File: src/rtl/sort_stream_adapter_13.sv
// Stream adapter around an N-input sort/median network: fills N words, waits LATENCY cycles, drains the sorted frame.
// Optional macro SORT_CHECK_EN adds a sticky sortedness checker on sort_err.
module sort_stream_adapter_13 #(
    parameter int N       = 13,
    parameter int W       = 32,
    parameter int LATENCY = 0
) (
    input  logic           clk,
    input  logic           rst,
    input  logic           s_valid,
    output logic           s_ready,
    input  logic [W-1:0]   s_data,
    output logic [N*W-1:0] par_data_o,
    input  logic [N*W-1:0] par_sort_i,
    output logic           m_valid,
    input  logic           m_ready,
    output logic [W-1:0]   m_data,
    output logic           m_last,
    output logic [W-1:0]   median_o,
    output logic           median_valid,
    output logic           sort_err
);

    localparam int CW  = $clog2(N);
    localparam int WCW = (LATENCY > 0) ? $clog2(LATENCY + 1) : 1;
    localparam int MID = (N - 1) / 2;

    typedef enum logic [1:0] {FILL, WAIT, DRAIN} state_t;

    state_t         state_q;
    logic [W-1:0]   slot_q [N];
    logic [W-1:0]   snap_q [N];
    logic [W-1:0]   sortSlot [N];
    logic [CW-1:0]  wordCnt_q, wordCnt_d;
    logic [CW-1:0]  idx_q, idx_d;
    logic [WCW-1:0] waitCnt_q, waitCnt_d;
    logic           sReady_q, mValid_q, mLast_q, medianValid_q;
    logic [W-1:0]   mData_q, median_q;
    logic           captureNow;

    for (genvar k = 0; k < N; k++) begin : g_slots
        assign par_data_o[k*W +: W] = slot_q[k];
        assign sortSlot[k]          = par_sort_i[k*W +: W];
    end

    assign wordCnt_d  = wordCnt_q + 1'b1;
    assign idx_d      = idx_q + 1'b1;
    assign waitCnt_d  = waitCnt_q + 1'b1;
    assign captureNow = (state_q == WAIT) && (waitCnt_q == WCW'(LATENCY));

    always_ff @(posedge clk) begin
        if (rst) begin
            state_q       <= FILL;
            wordCnt_q     <= '0;
            idx_q         <= '0;
            waitCnt_q     <= '0;
            sReady_q      <= 1'b0;
            mValid_q      <= 1'b0;
            mLast_q       <= 1'b0;
            mData_q       <= '0;
            median_q      <= '0;
            medianValid_q <= 1'b0;
            for (int k = 0; k < N; k++) begin
                slot_q[k] <= '0;
                snap_q[k] <= '0;
            end
        end else begin
            medianValid_q <= 1'b0;
            case (state_q)
                FILL: begin
                    sReady_q <= 1'b1;
                    if (s_valid && sReady_q) begin
                        slot_q[wordCnt_q] <= s_data;
                        if (wordCnt_q == CW'(N - 1)) begin
                            wordCnt_q <= '0;
                            sReady_q  <= 1'b0;
                            state_q   <= WAIT;
                        end else begin
                            wordCnt_q <= wordCnt_d;
                        end
                    end
                end
                WAIT: begin
                    if (captureNow) begin
                        for (int k = 0; k < N; k++) snap_q[k] <= sortSlot[k];
                        median_q      <= sortSlot[MID];
                        medianValid_q <= 1'b1;
                        mValid_q      <= 1'b1;
                        mData_q       <= sortSlot[0];
                        mLast_q       <= 1'b0;
                        waitCnt_q     <= '0;
                        idx_q         <= '0;
                        state_q       <= DRAIN;
                    end else begin
                        waitCnt_q <= waitCnt_d;
                    end
                end
                DRAIN: begin
                    // Output registers only advance on a handshake, so they hold under backpressure.
                    if (mValid_q && m_ready) begin
                        if (idx_q == CW'(N - 1)) begin
                            idx_q    <= '0;
                            mValid_q <= 1'b0;
                            mLast_q  <= 1'b0;
                            sReady_q <= 1'b1;
                            state_q  <= FILL;
                        end else begin
                            idx_q   <= idx_d;
                            mData_q <= snap_q[idx_d];
                            mLast_q <= (idx_d == CW'(N - 1));
                        end
                    end
                end
                default: state_q <= FILL;
            endcase
        end
    end

`ifdef SORT_CHECK_EN
    logic sortErr_q;
    logic unsorted;

    always_comb begin
        unsorted = 1'b0;
        for (int k = 0; k < N - 1; k++) begin
            if (sortSlot[k] > sortSlot[k+1]) unsorted = 1'b1;
        end
    end

    always_ff @(posedge clk) begin
        if (rst) begin
            sortErr_q <= 1'b0;
        end else if (captureNow && unsorted) begin
            sortErr_q <= 1'b1;
        end
    end

    assign sort_err = sortErr_q;
`else
    assign sort_err = 1'b0;
`endif

    assign s_ready      = sReady_q;
    assign m_valid      = mValid_q;
    assign m_data       = mData_q;
    assign m_last       = mLast_q;
    assign median_o     = median_q;
    assign median_valid = medianValid_q;

endmodule

File: config.mk
export PLATFORM = sky130hd
export DESIGN_NAME = sort_stream_adapter_13
export DESIGN_NICKNAME = d
export VERILOG_FILES = /design/src/rtl/sort_stream_adapter_13.sv
export SDC_FILE = /design/constraint.sdc
export NUM_CORES = 1
export LEC_CHECK = 0
export BUFFER_PORTS_ARGS = -buffer_cell sky130_fd_sc_hd__buf_2
export CORE_AREA = 10 10 359 361
export DETAILED_ROUTE_END_ITERATION = 10
export DIE_AREA = 0 0 369 371
export GPL_TIMING_DRIVEN = 1
export PLACE_DENSITY = 0.51
export SYNTH_ARGS = -nofsm -noshare
export SYNTH_HDL_FRONTEND = slang
export SYNTH_SLANG_ARGS = --single-unit
File: constraint.sdc
create_clock -name clk -period 34 [get_ports clk]
set_input_delay 1.7 -clock clk [delete_from_list [all_inputs] [get_ports clk]]
set_output_delay 1.7 -clock clk [all_outputs]
set_load 0.05 [all_outputs]
* Word level (Yosys, flattened, before mapping)
Memories as Yosys holds them, arrays and structs flattened.
Index checks and enable logic that the tools add are counted.
Widths: inputs -> output; s select.
** Operators by class
- Add/subtract/negate cells :: 3
- Equality and inequality tests :: 11
- Mux-type cells :: 55
- Bitwise logic cells :: 14
- Reduce and logical (&&, ||, !) cells :: 14
** Operators by type and width (count)
- $mux 32 :: 17
- $pmux 32 s2 :: 1
- $reduce_or 32->1 :: 1
- $mux 1 :: 22
- $mux 4 :: 5
- $or 1x1->1 :: 13
- $eq 4x4->1 const B :: 3
- $ne 2x2->1 const B :: 6
- $mux 2 :: 5
- $add 4x1->4 const B :: 2
- $pmux 4 s2 :: 1
- $reduce_and 4->1 :: 2
- $pmux 1 s2 :: 3
- $pmux 2 s3 :: 1
- $reduce_and 3->1 :: 2
- $reduce_and 5->1 :: 1
- $reduce_and 2->1 :: 2
- $reduce_bool 2->1 :: 2
- $logic_and 1x1->1 :: 3
- $eq 2x1->1 const B :: 1
- $eq 2x2->1 const B :: 1
- $logic_not 2->1 :: 1
- $add 1x1->1 const B :: 1
- $not 1->1 :: 1
** Word-level totals
- Flip-flop bits (word level) :: 79
- Bits in writable memories :: 832
- Bits of input ports :: 452
- Output and inout bits :: 485
- Logic and storage cells :: 109
- Memories kept :: 2
** Memories
- slot_q :: depth 13, width 32, read ports 13, clocked after Yosys merged registers in 0, wr ports 13, line 31 : logic [W-1:0] slot_q [N];
- snap_q :: depth 13, width 32, read ports 1, clocked after Yosys merged registers in 0, wr ports 13, line 32 : logic [W-1:0] snap_q [N];

* Logic depth before layout (Yosys ltp)
Gate-level depths: netlist (run 1).
- Depth after elaboration :: 7
- Depth in mapped cells :: 11
- Mapped depth without buffers :: 7

* Worst setup path before layout (run 1)
OpenSTA, ideal clock, no wires.
- Path type :: in2reg
- From :: in rst
- To :: reg mData_q[0], in the netlist m_data[0]
- Library setup time :: 0.123 ns
- Arrival time :: 12.537 ns
- Required time :: 33.877 ns
- Path slack :: 21.341 ns
- Stages on the path :: 7
- Buffers on the path :: 2
- Path through :: clkbuf_1 > inv_1 > nand2_1 > nor2_1 > clkbuf_1 > a32oi_1 > o21ai_1
** RTL lines
- start: declaration :: line 9 : input logic rst,
- end signal: assignment :: line 89 : mData_q <= sortSlot[0];
- end signal: assignment :: line 109 : mData_q <= snap_q[idx_d];
- end: declaration :: line 38 : logic [W-1:0] mData_q, median_q;

==> results of run 1 <==
## per-layer routing
metal | GRT usage [%] | wire, um
met4 | 5.24 | 3410
met1 | 25.6 | 56900
met2 | 38.1 | 79600
met3 | 8.29 | 17100
met5 | 0 | 156
## synthesized netlist by cell type, types with 2 or more instances
| master | count |
|---|---|
| sky130_fd_sc_hd__and2_1 | 416 |
| sky130_fd_sc_hd__and3_1 | 320 |
| sky130_fd_sc_hd__nand3_1 | 2 |
| sky130_fd_sc_hd__a21oi_1 | 44 |
| sky130_fd_sc_hd__a31oi_1 | 2 |
| sky130_fd_sc_hd__nand2b_1 | 32 |
| sky130_fd_sc_hd__mux4_2 | 96 |
| sky130_fd_sc_hd__nand4_1 | 2 |
| sky130_fd_sc_hd__dfxtp_1 | 79 |
| sky130_fd_sc_hd__xor2_1 | 3 |
| sky130_fd_sc_hd__a22oi_1 | 32 |
| sky130_fd_sc_hd__o21ai_1 | 32 |
| sky130_fd_sc_hd__buf_4 | 8 |
| sky130_fd_sc_hd__nor2b_1 | 98 |
| sky130_fd_sc_hd__clkbuf_1 | 179 |
| sky130_fd_sc_hd__buf_1 | 3 |
| sky130_fd_sc_hd__a32oi_1 | 31 |
| sky130_fd_sc_hd__nand2_1 | 109 |
| sky130_fd_sc_hd__o21ai_0 | 15 |
| sky130_fd_sc_hd__xnor2_1 | 2 |
| sky130_fd_sc_hd__nor3_1 | 96 |
| sky130_fd_sc_hd__buf_2 | 40 |
| sky130_fd_sc_hd__o22ai_1 | 2 |
| sky130_fd_sc_hd__mux2i_1 | 2 |
| sky130_fd_sc_hd__nor2_1 | 31 |
| sky130_fd_sc_hd__ha_1 | 7 |
| sky130_fd_sc_hd__inv_1 | 7 |
| sky130_fd_sc_hd__edfxtp_1 | 832 |
## layout make-up
cell class / count / area, sq um
Timing Repair Buffer: 978 / 5030
Multi-Input combinational cell: 1390 / 10200
Clock buffer: 152 / 2890
Inverter: 8 / 37.5
Clock inverter: 43 / 428
Tap cell: 1625 / 2030
Sequential cell: 911 / 26600
Fill cell: 11700 / 74100
Antenna cell: 22 / 55.1
## placed cells by master, fill, tap and decap left out, types with 15 or more instances in the layout
cell and n:
sky130_fd_sc_hd__nor2_1 18, sky130_fd_sc_hd__clkbuf_1 37, sky130_fd_sc_hd__nand2b_1 31, sky130_fd_sc_hd__clkbuf_16 104, sky130_fd_sc_hd__diode_2 22, sky130_fd_sc_hd__nand2_1 108, sky130_fd_sc_hd__clkinv_2 15, sky130_fd_sc_hd__edfxtp_1 832
sky130_fd_sc_hd__a32oi_1 31, sky130_fd_sc_hd__buf_4 41, sky130_fd_sc_hd__and3_1 320, sky130_fd_sc_hd__mux4_2 96, sky130_fd_sc_hd__o21ai_1 31, sky130_fd_sc_hd__and2_1 416, sky130_fd_sc_hd__nor2b_1 98, sky130_fd_sc_hd__buf_2 934
sky130_fd_sc_hd__nor3_1 95, sky130_fd_sc_hd__a22oi_1 32, sky130_fd_sc_hd__a21oi_1 43, sky130_fd_sc_hd__dfxtp_1 78
## registers in the layout, summed over array words and instances (netlist names)
register / cells
waitCnt_q: 1
m_data: 32
idx_q: 4
state_q: 2
m_last: 1
wordCnt_q: 4
m_valid: 1
s_ready: 1
snap_q: 416
median_valid: 1
slot_q: 416
median_o: 32
## cells by family after synthesis
group                    after synthesis
AO/OA/AOI/OAI                        165
XOR/XNOR                               5
adder cells (fa/ha/maj)                7
buffers and inverters                240
flip-flops                           911
multiplexers                          98
other                                  1
AND/OR/NAND/NOR                     1114
## power by group through the flow
| stage | Clock, uW | Sequential, uW | Combinational (uW) |
|---|---|---|---|
| 2_1_floorplan | 0 | 1370 | 39.9 |
| 6_report | 1090 | 1270 | 203 |
| 3_5_place_dp | 0 | 1290 | 205 |
| 4_1_cts | 1120 | 1270 | 206 |
| 5_1_grt | 1160 | 1280 | 211 |
| 3_3_place_gp | 0 | 1290 | 206 |
## path summary, 6_finish.rpt
kind | startpoint | to | slack, ns | cells past startpoint
worst max-delay path | rst | snap_q[6][22]$_SDFFCE_PN0P_ | 29.76 | 5
worst min register to register | median_o[24]$_SDFFE_PP0P_ | median_o[24]$_SDFFE_PP0P_ | 0.45 | 2
worst max register to register | idx_q[0]$_SDFFE_PP0P_ | m_data[6]$_SDFFE_PP0P_ | 29.88 | 8
worst min-delay path | median_o[24]$_SDFFE_PP0P_ | median_o[24]$_SDFFE_PP0P_ | 0.45 | 2
## stage by stage
| stage | cells | worst slack [ns] | hold slack (ns) | utilization (%) |
|---|---|---|---|---|
| floorplan | 2541 | 21.34 | 0.452 | - |
| global placement | 4912 | 29.17 | 0.440 | 36.1 |
| detailed placement | 4912 | 29.15 | 0.443 | 36.1 |
| CTS | 5107 | 29.65 | 0.451 | 38.9 |
| global route | 5113 | 29.63 | 0.464 | 38.9 |
| finish | 5129 | 29.76 | 0.450 | 38.9 |
## worst max-delay path, stage by stage
cell and delay, ns:
sky130_fd_sc_hd__buf_6 0.27, sky130_fd_sc_hd__inv_8 0.29, sky130_fd_sc_hd__nand2_4 0.52, sky130_fd_sc_hd__buf_12 0.58, sky130_fd_sc_hd__buf_4 0.73
==> out/metrics.yaml, run 1 <==
run_status:
  status: "completed"
yosys:
  synthDominantAreaCellType: "sky130_fd_sc_hd__edfxtp_1"
  synth_largest_type_area_fraction_pct: 66.7
  synth_xor_area_share_pct: 0.117
  synth.avg_cell_area_sq_um: 14.7
  netlist_instances: 2541
  async_flop_share_pct: 0
  synth.net_count: 3000
  synth_compound_area_share_pct: 2.81
  synth-edff-count: 832
  synth_seq_area_share_pct: 70.9
  ys_dominant_reg_cell: "sky130_fd_sc_hd__edfxtp_1"
  synth_simple_gate_area_share_pct: 17.4
  syn-cell-area_sq_mm: 0.0375
  netlist_top_cells_area: "sky130_fd_sc_hd__edfxtp_1 (67%), sky130_fd_sc_hd__and2_1 (6.9%), sky130_fd_sc_hd__mux4_2 (5.8%), sky130_fd_sc_hd__and3_1 (5.3%), sky130_fd_sc_hd__dfxtp_1 (4.2%)"
  netlist-cell-type-count: 47
  ys_warn_count: 0
  synth.area.mux_share_pct: 5.83
  synth-seq-cells: 911
  synth_fa_ha_area_share_pct: 0.234
  combinational_family_with_the_most_area_after_synthesis: "simple AND/OR/NAND/NOR gates"
placement:
  detailed_place_hpwl_um: 112000
  io_buffers: 935
  place_congestion: 0.839
  placedInstanceArea_sq_mm: 0.0439
power_and_ir_drop:
  power.total_uw: 2570
  power.static_leakage_uw: 0.0196
  internal-power_uw: 1920
  netsw_uw: 652
  p_comb_share_pct: 7.9
  peakVddDrop_mv: 0.0409
  power.density_mw_per_mm2: 54.4
  seqPwrFrac_pct: 49.5
  power.share.clock_pct: 42.6
  power.switching_fraction_pct: 25.4
worst_hold_path:
  timing.hold.worst.class: "reg2reg"
sta:
  final_period_minus_worst_setup_slack_ns: 4.24
  hold_viol: 0
  max_clock_freq_ghz: 0.236
  drv_slew: 0
  totalNegativeSetupSlack_ns: 0
  tightest_slew_ns: 1.32
  slew-limit-headroom_pct: 11.7
  finalSetupViolations: 0
  rsz0062_at_grt: "no"
  final_min_period_over_clock_period_pct: 12.5
  timing.clock.skew_ns: 0.0716
die:
  floorplan.die.height_um: 371
  boundaryPins: 937
  core_region_area_sq_mm: 0.121
  die_w_um: 369
  rows: 128
  initial_core_util_pct: 30.9
  die_area_sq_mm: 0.137
detailed_routing:
  route.detailed.wl_per_inst_um: 30.6
  finalWirelength_um: 157000
  post-route-drc-count: 0
  via_count: 25800
  antenna_left: 0
  drt_iter0_drcs: 2774
  drtPass1Iterations: 5
  post_drt_via_cell_ratio: 5.02
critical_path:
  critPathArrivalTime_ns: 4.56
  timing.critical_path.to_type: "register"
  crit_path_category: "in2reg"
  critPathLaunchType: "input pin"
  worstPathMaxFanout: 174
  required_ns: 34.32
job:
  timing.max_cap.violations: 0
cts:
  tritoncts.num_buffers: 104
  worstSkewPairLatency_ns: 0.72
  cts_num_sinks: 911
  clock_h_tree_levels: 3
  cts_hold_buffers_added: 0
  number_of_buffers_on_the_longest_clock_path: 3
  post-cts-setup-buffers: 0
  clk_pin_slew_worst_paths_ns: 0.05
  cts_root_buf: "sky130_fd_sc_hd__clkbuf_16"
  cts_tree: "yes"
  ctsResizeCount: 0
global_routing:
  grt_use_total_pct: 22.0
  antenna_found_initial: 44
  grt_start_max_net_pins: 253
  first_global_vias: 25800
  grt_pass1_wl_um: 213000
  global_route.overflow_total: 0
final_layout:
  drive_gt1_share_pct: 36.3
  num-nets-final: 3852
  areaGrowthSynthToFinish_pct: 26.1
  final_design_area_no_fill_sq_mm: 0.0472
No activity file was read; power rests on OpenSTA's default activity.
==> run 2, diff against run 1 <==
--- a/config.mk
+++ b/config.mk
@@ -5,12 +5,13 @@
 export SDC_FILE = /design/constraint.sdc
 export NUM_CORES = 1
 export LEC_CHECK = 0
+export ABC_AREA = 1
 export BUFFER_PORTS_ARGS = -buffer_cell sky130_fd_sc_hd__buf_2
-export CORE_AREA = 10 10 359 361
+export CORE_AREA = 10 10 353 355
 export DETAILED_ROUTE_END_ITERATION = 10
-export DIE_AREA = 0 0 369 371
+export DIE_AREA = 0 0 363 365
 export GPL_TIMING_DRIVEN = 1
-export PLACE_DENSITY = 0.51
+export PLACE_DENSITY = 0.53
 export SYNTH_ARGS = -nofsm -noshare
 export SYNTH_HDL_FRONTEND = slang
 export SYNTH_SLANG_ARGS = --single-unit
==> constraint.sdc (replaced) <==
create_clock -name clk -period 4.3 [get_ports clk]
set_input_delay 0.215 -clock clk [delete_from_list [all_inputs] [get_ports clk]]
set_output_delay 0.215 -clock clk [all_outputs]
set_load 0.05 [all_outputs]
==> run 2 against run 1 <==
Clock skew fell by 0.029 ns; core utilization rose by 5.3 points; clock power rose to 8.0 times the previous value; highest routed layer unchanged; non-clock buffer count rose by 430; combinational power rose to 15 times the previous value; global-route usage rose by 3.5 points; sequential power rose to 8.0 times the previous value; critical endpoint is now m_data[28]$_SDFFE_PP0P_; final cell count rose by 31%.
==> out/metrics.yaml, run 2 <==
power_and_ir_drop:
  power.share.clock_pct: 39.7  # was 42.6%
  power.switching_fraction_pct: 27.7  # was 25.4%
  netsw_uw: 6060  # was 652 uW
  power.density_mw_per_mm2: 420  # was 54.4 mW/mm^2
  peakVddDrop_mv: 0.351  # was 0.0409 mV
  p_comb_share_pct: 13.8  # was 7.9%
  seqPwrFrac_pct: 46.5  # was 49.5%
  internal-power_uw: 15800  # was 1920 uW
  power.static_leakage_uw: 0.0244  # was 0.0196 uW
cts:
  worstSkewPairLatency_ns: 0.71  # was 0.72 ns
  number_of_buffers_on_the_longest_clock_path: 3  # unchanged
  cts_tree: "yes"  # unchanged
  clock_h_tree_levels: 3  # unchanged
  tritoncts.num_buffers: 100  # was 104
  clk_pin_slew_worst_paths_ns: 0.06  # was 0.05 ns
  cts_num_sinks: 911  # unchanged
  ctsResizeCount: 0  # unchanged
  cts_root_buf: "sky130_fd_sc_hd__clkbuf_16"  # unchanged
global_routing:
  global_route.overflow_total: 0  # unchanged
  grt_pass1_wl_um: 243000  # was 213000 um
  first_global_vias: 32700  # was 25800
  antenna_found_initial: 15  # was 44
  grt_use_total_pct: 25.5  # was 22.0%
  grt_start_max_net_pins: 195  # was 253
detailed_routing:
  drtPass1Iterations: 6  # was 5
  post-route-drc-count: 0  # unchanged
  finalWirelength_um: 176000  # was 157000 um
  antenna_left: 0  # unchanged
  drt_iter0_drcs: 3197  # was 2774
  via_count: 32300  # was 25800
  post_drt_via_cell_ratio: 4.83  # was 5.02
  route.detailed.wl_per_inst_um: 26.2  # was 30.6 um
final_layout:
  seq_area_sq_mm: 0.0266  # unchanged
  multi_input_comb_area_sq_mm: 0.00820  # was 0.0102 sq mm
  num-nets-final: 5526  # was 3852
  areaGrowthSynthToFinish_pct: 35.5  # was 26.1%
  top_regs: "slot_q: 416 flops, snap_q: 416 flops"  # unchanged
  num-fill-cells: 11200  # was 11700
  mostFrequentLayoutCells: "sky130_fd_sc_hd__buf_2 (934), sky130_fd_sc_hd__nor2_1 (845), sky130_fd_sc_hd__edfxtp_1 (832)"  # was sky130_fd_sc_hd__buf_2 (934), sky130_fd_sc_hd__edfxtp_1 (832), sky130_fd_sc_hd__and2_1 (416)
  drive_gt1_share_pct: 22.5  # was 36.3%
  most_frequent_standard_cell_in_the_layout_excluding_fill_and_tap_cells: "sky130_fd_sc_hd__buf_2"  # unchanged
  final_design_area_no_fill_sq_mm: 0.0520  # was 0.0472 sq mm
yosys:
  async_flop_share_pct: 0  # unchanged
  synth-seq-cells: 911  # unchanged
  netlist-cell-type-count: 30  # was 47
  synth_largest_type_area_fraction_pct: 65.1  # was 66.7%
  syn-cell-area_sq_mm: 0.0384  # was 0.0375 sq mm
  synth.avg_cell_area_sq_um: 10.1  # was 14.7 sq um
  synth.net_count: 4242  # was 3000
  synth-edff-count: 832  # unchanged
  netlist_top_cells_area: "sky130_fd_sc_hd__edfxtp_1 (65%), sky130_fd_sc_hd__nor2_1 (8.3%), sky130_fd_sc_hd__inv_1 (6.7%), sky130_fd_sc_hd__nand2_1 (6.3%), sky130_fd_sc_hd__nand3_1 (4.4%)"  # was sky130_fd_sc_hd__edfxtp_1 (67%), sky130_fd_sc_hd__and2_1 (6.9%), sky130_fd_sc_hd__mux4_2 (5.8%), sky130_fd_sc_hd__and3_1 (5.3%), sky130_fd_sc_hd__dfxtp_1 (4.2%)
  synth_most_common_cell: "sky130_fd_sc_hd__nor2_1"  # was sky130_fd_sc_hd__edfxtp_1
  synth_seq_area_share_pct: 69.2  # was 70.9%
  netlist_instances: 3783  # was 2541
  ys_warn_count: 0  # unchanged
  synth.top_cells.by_count: "sky130_fd_sc_hd__nor2_1 (845), sky130_fd_sc_hd__edfxtp_1 (832), sky130_fd_sc_hd__inv_1 (685), sky130_fd_sc_hd__nand2_1 (642), sky130_fd_sc_hd__nand3_1 (335)"  # was sky130_fd_sc_hd__edfxtp_1 (832), sky130_fd_sc_hd__and2_1 (416), sky130_fd_sc_hd__and3_1 (320), sky130_fd_sc_hd__clkbuf_1 (179), sky130_fd_sc_hd__nand2_1 (109)
  ys_dominant_reg_cell: "sky130_fd_sc_hd__edfxtp_1"  # unchanged
  synthDominantAreaCellType: "sky130_fd_sc_hd__edfxtp_1"  # unchanged
sta:
  final_min_period_over_clock_period_pct: 67.7
  timing.clock.skew_ns: 0.0425  # was 0.0716 ns
  hold_viol: 0  # unchanged
  finalSetupViolations: 0  # unchanged
  drv_slew: 0  # unchanged
  max_clock_freq_ghz: 0.344
  rsz0062_at_grt: "no"  # unchanged
  final_period_minus_worst_setup_slack_ns: 2.91
  totalNegativeSetupSlack_ns: 0  # unchanged
  tightest_slew_ns: 1.20  # was 1.32 ns
  slew-limit-headroom_pct: 20.3  # was 11.7%
critical_path:
  required_ns: 4.91  # was 34.32 ns
  critPathLaunchType: "register"  # was input pin
  worstPathMaxFanout: 70  # was 174
  timing.critical_path.to_type: "register"  # unchanged
  critPathArrivalTime_ns: 3.52  # was 4.56 ns
  reg2reg_depth: 10  # was 8
  crit_path_category: "reg2reg"  # was in2reg
die:
  initial_core_util_pct: 32.7  # was 30.9%
  floorplan.die.height_um: 365  # was 371 um
  core_region_area_sq_mm: 0.117  # was 0.121 sq mm
  die_area_sq_mm: 0.132  # was 0.137 sq mm
  boundaryPins: 937  # unchanged
  rows: 126  # was 128
  die_w_um: 363  # was 369 um
placement:
  io_buffers: 935  # unchanged
  place_congestion: 0.873  # was 0.839
  placedInstanceArea_sq_mm: 0.0445  # was 0.0439 sq mm
  detailed_place_hpwl_um: 129000  # was 112000 um
worst_hold_path:
  timing.hold.worst.class: "in2reg"  # was reg2reg
  hold_path_depth: 3  # was 2
job:
  timing.max_cap.violations: 0  # unchanged
run_status:
  status: "completed"  # unchanged
[run 2: cell type report]
class	instances	share of cell area, %
sequential	911	51.1
timing repair buffer	1408	18.0
multi-input combinational	1953	15.8
clock buffer	142	5.43
inverter	693	5.03
tap	1536	3.70
clock inverter	42	0.890
antenna	11	0.0529
[run 2: cell families after synthesis]
group | after synthesis | synth area share (%)
xor gates and xnor gates | 4 | 0.111
and+or+nand+nor | 1830 | 19.1
AOI/OAI and AO/OA | 111 | 1.78
DFF | 911 | 69.2
adders and majority gates | 7 | 0.228
buffers and inverters | 919 | 9.56
other | 1 | 0.00977
[run 2: metal layers]
| layer | wire (um) | track usage, % | vias to the layer above | part of all wire (%) |
|---|---|---|---|---|
| met1 | 68500 | 30.8 | 15900 | 39 |
| met4 | 9130 | 11.9 | 4 | 5.2 |
| met3 | 13800 | 5.82 | 349 | 7.9 |
| met2 | 84200 | 43.0 | 1618 | 48 |
| li1 | - | - | 14500 | - |
| met5 | 31 | 0 | - | 0.018 |
[run 2: worst paths after layout]
check	slack [ns]	from	to
worst max register to register	1.39	idx_q[0]$_SDFFE_PP0P_	m_data[28]$_SDFFE_PP0P_
worst min-delay path	0.17	s_data[0]	slot_q[12][0]$_SDFFCE_PN0P_
worst max-delay path	1.39	idx_q[0]$_SDFFE_PP0P_	m_data[28]$_SDFFE_PP0P_
worst min register to register	0.46	m_data[31]$_SDFFE_PP0P_	m_data[31]$_SDFFE_PP0P_
[run 2: power by group through the flow]
stage	combinational, uW	sequential (uW)	clock [uW]
global placement	2690	10300	0
finish	3010	10200	8690
detailed placement	2690	10300	0
CTS	3010	10200	8790
floorplan	980	10900	0
global route	3200	10200	9150
[run 2: repair_timing]
action | in CTS | in global routing
endpoints found under the setup margin | 0 | 0
hold buffers | 420 | 0
buffers inserted | 0 | 0
hold endpoints to repair | 490 | 0
[run 2: critical path: stages, from the launching register on]
cell and delay, ns:
sky130_fd_sc_hd__dfxtp_4 0.63, sky130_fd_sc_hd__inv_6 0.07, sky130_fd_sc_hd__ha_4 0.39, sky130_fd_sc_hd__inv_4 0.67, sky130_fd_sc_hd__buf_4 0.44, sky130_fd_sc_hd__nand3_1 0.12, sky130_fd_sc_hd__nand3_1 0.09, sky130_fd_sc_hd__nand3_1 0.09
sky130_fd_sc_hd__nand3_1 0.09, sky130_fd_sc_hd__nand2_1 0.06, sky130_fd_sc_hd__a21oi_1 0.11
[run 2: metrics by stage]
step	worst slack (ns)	power, uW	hold WS [ns]	std cells	util, %
5_1_grt	1.16	22500	0.163	6693	44.3
3_3_place_gp	1.43	13000	0.451	6081	37.9
4_1_cts	1.40	22000	0.148	6685	44.2
2_1_floorplan	0.0538	11900	0.294	3783	-
3_5_place_dp	1.40	13000	0.454	6081	37.9
6_report	1.39	21900	0.172	6696	44.3
==> run 3, diff against run 2 <==
==> constraint.sdc (replaced) <==
create_clock -name clk -period 3 [get_ports clk]
set_input_delay 0.15 -clock clk [delete_from_list [all_inputs] [get_ports clk]]
set_output_delay 0.15 -clock clk [all_outputs]
set_load 0.05 [all_outputs]
==> run 3 against run 2 <==
Via count down 1.6%; critical path depth shrank 1; non-clock buffer count is 30 higher; critical path type unchanged; critical endpoint unchanged; largest power group unchanged.
==> out/metrics.yaml, run 3 (synthesis gave the netlist of run 2 again) <==
critical_path:
  crit_path_category: "reg2reg"  # unchanged
  worstPathMaxFanout: 81  # was 70
  critPathMostFrequentCell: "sky130_fd_sc_hd__nand3_1"  # unchanged
  crit_path_start: "idx_q[0]$_SDFFE_PP0P_"  # unchanged
  critPathLaunchType: "register"  # unchanged
  critPathArrivalTime_ns: 3.18  # was 3.52 ns
  timing.critical_path.to_type: "register"  # unchanged
  critical_path.slowest_cell: "sky130_fd_sc_hd__buf_4"  # was sky130_fd_sc_hd__inv_4
  cpPeakStageDelay_ns: 0.83  # was 0.67 ns
  crit_path_cell_trace: "buf_4, buf_4, nand2_1, nand3_1, nand3_1, nand3_1, nand3_1, nand2_1, a21oi_1"  # was inv_6, ha_4, inv_4, buf_4, nand3_1, nand3_1, nand3_1, nand3_1, nand2_1, a21oi_1
  required_ns: 3.55  # was 4.91 ns
  worst_r2r_startpoint: "idx_q[0]$_SDFFE_PP0P_"  # unchanged
sta:
  finalSetupViolations: 0  # unchanged
  totalNegativeSetupSlack_ns: 0  # unchanged
  slew-limit-headroom_pct: 20.5  # was 20.3%
  drv_slew: 0  # unchanged
  final_min_period_over_clock_period_pct: 87.6  # was 67.7%
  timing.clock.skew_ns: 0.0420  # was 0.0425 ns
  fin_hold_ws_ns: 0.0358  # was 0.172 ns
  rsz0062_at_grt: "no"  # unchanged
  max_clock_freq_ghz: 0.381  # was 0.344 GHz
  final_period_minus_worst_setup_slack_ns: 2.63  # was 2.91 ns
  hold_viol: 0  # unchanged
  tightest_slew_ns: 1.19  # was 1.20 ns
global_routing:
  antenna_found_initial: 15  # unchanged
  first_global_vias: 32200  # was 32700
  grt_use_total_pct: 24.0  # was 25.5%
  global_route.overflow_total: 0  # unchanged
  grt_pass1_wl_um: 232000  # was 243000 um
  grt_start_max_net_pins: 135  # was 195
cts:
  clk_pin_slew_worst_paths_ns: 0.06  # about the same
  cts_num_sinks: 911  # unchanged
  post-cts-setup-buffers: 0  # unchanged
  tritoncts.num_buffers: 97  # was 100
  clock_h_tree_levels: 3  # unchanged
  cts_root_buf: "sky130_fd_sc_hd__clkbuf_16"  # unchanged
  ctsResizeCount: 0  # unchanged
  cts_tree: "yes"  # unchanged
  worstSkewPairLatency_ns: 0.71  # about the same
  number_of_buffers_on_the_longest_clock_path: 3  # unchanged
die:
  floorplan.die.height_um: 365  # unchanged
  die_area_sq_mm: 0.132  # unchanged
  rows: 126  # unchanged
  initial_core_util_pct: 32.7  # unchanged
  boundaryPins: 937  # unchanged
  die_w_um: 363  # unchanged
  core_region_area_sq_mm: 0.117  # unchanged
power_and_ir_drop:
  power.total_uw: 31500  # was 21900 uW
  power.static_leakage_uw: 0.0246  # was 0.0244 uW
  power.density_mw_per_mm2: 600  # was 420 mW/mm^2
  peakVddDrop_mv: 0.496  # was 0.351 mV
worst_hold_path:
  timing.hold.worst.class: "in2reg"  # unchanged
  hp-start: "s_data[27]"  # was s_data[0]
run_status:
  status: "completed"  # unchanged
detailed_routing:
  drt_iter0_drcs: 3252  # was 3197
  drtPass1Iterations: 7  # was 6
  post_drt_via_cell_ratio: 4.72  # was 4.83
  route.detailed.wl_per_inst_um: 24.4  # was 26.2 um
  finalWirelength_um: 164000  # was 176000 um
  antenna_left: 0  # unchanged
  via_count: 31800  # was 32300
  post-route-drc-count: 0  # unchanged
placement:
  io_buffers: 935  # unchanged
  place_congestion: 0.872  # was 0.873
  detailed_place_hpwl_um: 118000  # was 129000 um
final_layout:
  top_regs: "slot_q: 416 flops, snap_q: 416 flops"  # unchanged
  areaGrowthSynthToFinish_pct: 37.0  # was 35.5%
  num-nets-final: 5553  # was 5526
  mostFrequentLayoutCells: "sky130_fd_sc_hd__buf_2 (934), sky130_fd_sc_hd__nor2_1 (845), sky130_fd_sc_hd__edfxtp_1 (832)"  # unchanged
  most_frequent_standard_cell_in_the_layout_excluding_fill_and_tap_cells: "sky130_fd_sc_hd__buf_2"  # unchanged
  drive_gt1_share_pct: 23.5  # was 22.5%
job:
  timing.max_cap.violations: 0  # unchanged
[run 3: layout make-up]
type / count / area [sq um]
sequential: 911 / 26600
clock inverter: 62 / 783
antenna: 19 / 47.5
timing repair buffer: 1438 / 9760
tap: 1536 / 1920
fill: 11000 / 64900
multi-input combinational: 1953 / 8270
inverter: 693 / 2620
clock buffer: 120 / 2580
[run 3: worst paths after layout]
check | endpoint | slack (ns) | cells after the start
max | m_data[28]$_SDFFE_PP0P_ | 0.37 | 9
min | slot_q[12][27]$_SDFFCE_PN0P_ | 0.04 | 4
max reg2reg | m_data[28]$_SDFFE_PP0P_ | 0.37 | 9
min reg2reg | m_data[13]$_SDFFE_PP0P_ | 0.47 | 2
[run 3: per-stage QoR]
step,cells,util [%],setup slack (ns),instance area (sq um)
3_5_place_dp,6106,38.2,0.421,44900
3_3_place_gp,6106,38.2,0.465,44900
4_1_cts,6713,44.7,0.386,52500
5_1_grt,6722,44.7,0.201,52500
2_1_floorplan,3783,-,0.0515,38400
6_report,6732,44.7,0.372,52600
[run 3: power breakdown]
group / total (uW) / internal [uW] / leakage (uW) / switching, uW
Sequential: 14500 / 14300 / 0.00922 / 196
Combinational: 4370 / 1270 / 0.0138 / 3110
Clock: 12700 / 7240 / 0.00164 / 5410
[run 3: critical path, delay by kind of cell, from the launching register on]
family | cells | cell delay, ns
and+or+nand+nor | 6 | 0.65
buffers and inverters | 2 | 1.32
DFF | 1 | 0.38
AOI/OAI and AO/OA | 1 | 0.06
[run 3: metal layers]
| metal | vias up | GRT usage [%] | wire length (um) |
|---|---|---|---|
| li1 | 14500 | - | - |
| met1 | 15300 | 29.3 | 63600 |
| met2 | 1647 | 39.6 | 77700 |
| met3 | 333 | 5.85 | 14400 |
| met4 | 6 | 11.7 | 8540 |
| met5 | - | 0 | 24 |
[run 3: timing repair]
action,4_1_cts,5_1_grt
hold endpoints to repair,557,0
hold buffers,425,0
endpoints found under the setup margin,0,0
